$ cat src/rtl/instr_encoder.sv
// LEGv8 instruction encoder: turns operation fields into 32-bit words with
// sequential byte addresses and streams them out through a small FIFO.
module instr_encoder #(
    parameter int                ADDR_W     = 64,
    parameter logic [ADDR_W-1:0] BASE_ADDR  = '0,
    parameter int                FIFO_DEPTH = 2
) (
    input  logic              CLK,
    input  logic              Reset,
    input  logic              start,
    input  logic              in_valid,
    output logic              in_ready,
    input  logic [3:0]        in_op,
    input  logic [4:0]        in_rd,
    input  logic [4:0]        in_rn,
    input  logic [4:0]        in_rm,
    input  logic [5:0]        in_shamt,
    input  logic [1:0]        in_hw,
    input  logic [25:0]       in_imm,
    input  logic              in_last,
    output logic              out_valid,
    input  logic              out_ready,
    output logic [ADDR_W-1:0] out_addr,
    output logic [31:0]       out_instr,
    output logic              busy,
    output logic              done,
    output logic              illegal,
    output logic [15:0]       count,
    output logic [1:0]        dbg_state
);

    // Both streams use valid/ready: a transfer happens on the rising edge where
    // valid && ready; valid never depends on ready, and payload holds while valid.

    localparam int PTR_W = $clog2(FIFO_DEPTH);

    localparam logic [1:0] IDLE = 2'd0;
    localparam logic [1:0] RUN  = 2'd1;
    localparam logic [1:0] DONE = 2'd2;

    localparam logic [3:0] OP_AND  = 4'd0;
    localparam logic [3:0] OP_ORR  = 4'd1;
    localparam logic [3:0] OP_ADD  = 4'd2;
    localparam logic [3:0] OP_SUB  = 4'd3;
    localparam logic [3:0] OP_ADDI = 4'd4;
    localparam logic [3:0] OP_SUBI = 4'd5;
    localparam logic [3:0] OP_MOVZ = 4'd6;
    localparam logic [3:0] OP_B    = 4'd7;
    localparam logic [3:0] OP_CBZ  = 4'd8;
    localparam logic [3:0] OP_LDUR = 4'd9;
    localparam logic [3:0] OP_STUR = 4'd10;

    logic [1:0]        state;
    logic              last_seen;
    logic [ADDR_W-1:0] next_addr;

    logic [ADDR_W-1:0] mem_addr  [FIFO_DEPTH];
    logic [31:0]       mem_instr [FIFO_DEPTH];
    logic [PTR_W:0]    wr_ptr;
    logic [PTR_W:0]    rd_ptr;
    logic              fifo_empty;
    logic              fifo_full;

    logic [31:0] word;
    logic        legal;
    logic        accept;
    logic        push;
    logic        pop;
    logic        enter_run;

    always_comb begin
        word  = '0;
        legal = 1'b1;
        case (in_op)
            OP_AND:  word = {11'b10001010000, in_rm, in_shamt, in_rn, in_rd};
            OP_ORR:  word = {11'b10101010000, in_rm, in_shamt, in_rn, in_rd};
            OP_ADD:  word = {11'b10001011000, in_rm, in_shamt, in_rn, in_rd};
            OP_SUB:  word = {11'b11001011000, in_rm, in_shamt, in_rn, in_rd};
            OP_ADDI: word = {10'b1001000100, in_imm[11:0], in_rn, in_rd};
            OP_SUBI: word = {10'b1101000100, in_imm[11:0], in_rn, in_rd};
            OP_MOVZ: word = {9'b110100101, in_hw, in_imm[15:0], in_rd};
            OP_B:    word = {6'b000101, in_imm[25:0]};
            OP_CBZ:  word = {8'b10110100, in_imm[18:0], in_rd};
            OP_LDUR: word = {11'b11111000010, in_imm[8:0], 2'b00, in_rn, in_rd};
            OP_STUR: word = {11'b11111000000, in_imm[8:0], 2'b00, in_rn, in_rd};
            default: legal = 1'b0;
        endcase
    end

    assign fifo_empty = (wr_ptr == rd_ptr);
    assign fifo_full  = (wr_ptr[PTR_W] != rd_ptr[PTR_W]) &&
                        (wr_ptr[PTR_W-1:0] == rd_ptr[PTR_W-1:0]);

    assign in_ready  = (state == RUN) && !fifo_full && !last_seen;
    assign accept    = in_valid && in_ready;
    assign push      = accept && legal;
    assign out_valid = !fifo_empty;
    assign pop       = out_valid && out_ready;
    assign enter_run = start && ((state == IDLE) || (state == DONE));

    // Head is masked while empty so reset shows a clean, defined output.
    assign out_addr  = fifo_empty ? BASE_ADDR : mem_addr[rd_ptr[PTR_W-1:0]];
    assign out_instr = fifo_empty ? 32'h0 : mem_instr[rd_ptr[PTR_W-1:0]];

    assign busy      = (state == RUN);
    assign done      = (state == DONE);
    assign dbg_state = state;

    always_ff @(posedge CLK) begin
        if (push) begin
            mem_addr[wr_ptr[PTR_W-1:0]]  <= next_addr;
            mem_instr[wr_ptr[PTR_W-1:0]] <= word;
        end
    end

    always_ff @(posedge CLK or posedge Reset) begin
        if (Reset) begin
            wr_ptr <= '0;
            rd_ptr <= '0;
        end else begin
            if (push) wr_ptr <= wr_ptr + 1'b1;
            if (pop)  rd_ptr <= rd_ptr + 1'b1;
        end
    end

    always_ff @(posedge CLK or posedge Reset) begin
        if (Reset) begin
            state     <= IDLE;
            last_seen <= 1'b0;
            next_addr <= BASE_ADDR;
            count     <= '0;
            illegal   <= 1'b0;
        end else begin
            illegal <= accept && !legal;

            case (state)
                IDLE, DONE: begin
                    if (start) state <= RUN;
                end
                RUN: begin
                    if (last_seen && fifo_empty) state <= DONE;
                end
                default: state <= IDLE;
            endcase

            if (enter_run) begin
                last_seen <= 1'b0;
                next_addr <= BASE_ADDR;
                count     <= '0;
            end else begin
                if (push)            next_addr <= next_addr + ADDR_W'(4);
                if (accept && in_last) last_seen <= 1'b1;
                if (pop && (count != 16'hFFFF)) count <= count + 16'd1;
            end
        end
    end

endmodule
$ cat config.mk
export PLATFORM = sky130hd
export DESIGN_NAME = instr_encoder
export DESIGN_NICKNAME = d
export VERILOG_FILES = /design/src/rtl/instr_encoder.sv
export SDC_FILE = /design/constraint.sdc
export NUM_CORES = 1
export LEC_CHECK = 0
export ABC_AREA = 1
export CAP_MARGIN = 40
export CORE_ASPECT_RATIO = 1.75
export CORE_MARGIN = 2
export CORE_UTILIZATION = 50
export DETAILED_ROUTE_END_ITERATION = 10
export HOLD_SLACK_MARGIN = 0.15
export PLACE_DENSITY_LB_ADDON = 0.3
export SETUP_SLACK_MARGIN = 0.3
export SYNTH_ARGS = -nofsm -noshare
export SYNTH_HDL_FRONTEND = slang
export SYNTH_SLANG_ARGS = --single-unit
export TNS_END_PERCENT = 20
$ cat constraint.sdc
create_clock -name CLK -period 7.35 [get_ports CLK]
set_clock_uncertainty 0.05 [all_clocks]
set_input_delay 1.47 -clock CLK [delete_from_list [all_inputs] [get_ports CLK]]
set_output_delay 1.47 -clock CLK [all_outputs]
set_load 0.005 [all_outputs]
==> out/metrics.yaml <==
initial_core_util_pct: 50.4
first_pass_iters: 5
coreArea_um2: 26400
wl_met2_mm: 18.8
power.leakage_nw: 6.42
synth_warnings: 0
rrSetupSlack_ns: 3.83
cts_tree: "built"
die_area_um2: 28000
clockRootBuffer: "clkbuf_16"
grt_max_degree: 73
timing.max_cap.violations: 0
syn_area_per_cell_um2: 8.69
cts_max_path_buffers: 3
rsz0062_at_grt: "no"
synth_ff_type: "edfxtp_1"
fin_crit_ns: 4.98
powerDensity_nw_per_um2: 335
max_freq_ghz: 0.201
drt_wl_total_mm: 35.5
path_class: "flip-flop to primary output"
hold_viol: 0
fillers: 2266
gp_congestion: 0.949
cp_max_fo: 71
die_x_um: 127
avgViaCountPerCell: 5.39
synthToLayoutAreaGrowth_pct: 21.9
drive_above_1_share_pct: 5.16
highest_layer: "met4"
final_util_pct: 61.4
first_global_vias: 10300
dr_wl_met3_mm: 1.68
postRouteAntennaNets: 0
holdCritPathClass: "flip-flop to flip-flop"
cts_sinks: 274
synth_edf_count: 188
crit_required_ns: 5.83
synth_seq_cells: 274
cts_made_buffers: 23
grt_overflow_total: 0
yosysTopAreaCell: "edfxtp_1"
status: "finished clean"
fp-row-count: 79
diodes: 0
clkTransAtPathRegs_ns: 0.07
maxSlewViolCount: 0
stdcell_count: 2029
cp.arrival_ns: 3.46
final_nets: 1750
die_h_um: 220
power.total_mw: 5.42
insertion_delay_ns: 0.52
cts_resized: 0
cts_setup_buffers: 0
setup_violations: 0
hpwl_mm: 25.4
tightest_slew_ns: 0.812
via_count: 10900
fin_tns_setup_ns: 0
synth_cells: 1529
port_buffers: 175
antenna_found_initial: 0
end_kind: "primary output"
ir_worst_vdd_mv: 0.292
dp.cells: 1988
whs_ns: 0.460
post_drt_wl_per_cell_um: 17.5
seq_area_frac_synth_pct: 58.7
synth.cell_area_um2: 13300
htreeDepth: 1
drc_errors: 0
io_pins: 178
grt_usage_pct: 25.1
fin_crit_sh_pct: 67.8
layout_common_cells: "nand2_1 (503), nor2_1 (214), edfxtp_1 (188), clkdlybuf4s50_1 (175), inv_1 (130)"
maxSlewHeadroom_pct: 45.8
synth.distinct_cells: 40
grt_pass1_wl_mm: 54.9
final_common_cell: "nand2_1"
async_reset_ff_share_pct: 31.4
synth_top_area_share_pct: 42.5
wl_met1_mm: 13.4
ys_top_cells_by_area: "edfxtp_1 (42%), dfrtp_1 (16%), nand2_1 (14%)"
postCtsHoldBufs: 0
dr.first_iter.drc_count: 786
crit_path_start_kind: "flip-flop"
## metal layers
| layer | global-route usage, % | up-vias |
|---|---|---|
| met3 | 2.84 | 90 |
| met2 | 47.2 | 345 |
| met5 | 0 | - |
| met4 | 11.6 | 0 |
| met1 | 28.2 | 5167 |
| li1 | - | 5330 |
## metrics by stage
step | worst slack, ns | area, µm²
final | 2.37 | 16200
after global routing | 2.17 | 16200
after CTS | 2.37 | 16200
after detailed placement | 2.45 | 15300
after global placement | 2.48 | 15300
after floorplan | 0.659 | 13300
## critical path: stages, from the launching register on
cell             delay, ns
dfrtp_2               0.40
buf_4                 0.38
nand2_1               0.12
nand2_2               0.11
nand3_1               0.12
inv_2                 0.37
buf_4                 0.69
a21oi_1               0.17
clkdlybuf4s50_1       0.50
## cell usage after synthesis, types with 12 or more instances
master / count
inv_1: 133
o21ai_0: 30
xor2_1: 12
nand2_1: 503
clkbuf_1: 32
nor3_1: 15
edfxtp_1: 188
nor2_1: 215
dfrtp_1: 86
nand3_1: 75
a21oi_1: 113
nand4_1: 31
## registers in the layout (all words and copies together) (netlist names)
register,cells
wr_ptr,2
mem_instr,64
next_addr,62
last_seen,1
illegal,1
mem_addr,124
rd_ptr,2
count,16
dbg_state,2
## layout make-up
cell class,instances,area [µm²],share of cell area (%)
sequential,274,7800,48.1
tap,324,405,2.50
timing repair buffer,187,1890,11.7
clock inverter,14,246,1.52
inverter,140,531,3.27
multi-input combinational,1063,4720,29.1
clock buffer,27,611,3.77
## final timing paths
| check | startpoint | endpoint | depth (start not counted) |
|---|---|---|---|
| max in group asynchronous | Reset | rd_ptr[0]$_DFFE_PP0P_ | 3 |
| worst min register to register | next_addr[2]$_DFFE_PP0P_ | mem_addr[1][2]$_DFFE_PP_ | 0 |
| worst max register to register | rd_ptr[0]$_DFFE_PP0P_ | mem_addr[1][53]$_DFFE_PP_ | 9 |
| min in group asynchronous | Reset | next_addr[54]$_DFFE_PP0P_ | 2 |
| worst max-delay path | rd_ptr[0]$_DFFE_PP0P_ | out_addr[42] | 8 |
| worst min-delay path | next_addr[2]$_DFFE_PP0P_ | mem_addr[1][2]$_DFFE_PP_ | 0 |
## cell families after synthesis
family | Yosys count | synth area share [%]
AND/OR/NAND/NOR | 873 | 27.2
flip-flops | 274 | 58.7
buffers and inverters | 193 | 5.91
AO/OA/AOI/OAI | 173 | 7.14
XOR/XNOR | 13 | 0.857
adder cells (fa/ha/maj) | 2 | 0.188
other | 1 | 0.0282
## where the power goes
part	switching, mW	internal [mW]
logic	1.08	0.967
clock network	0.540	0.840
registers	0.115	1.88
total	1.74	3.69
Power figures use the tool's default switching activity.
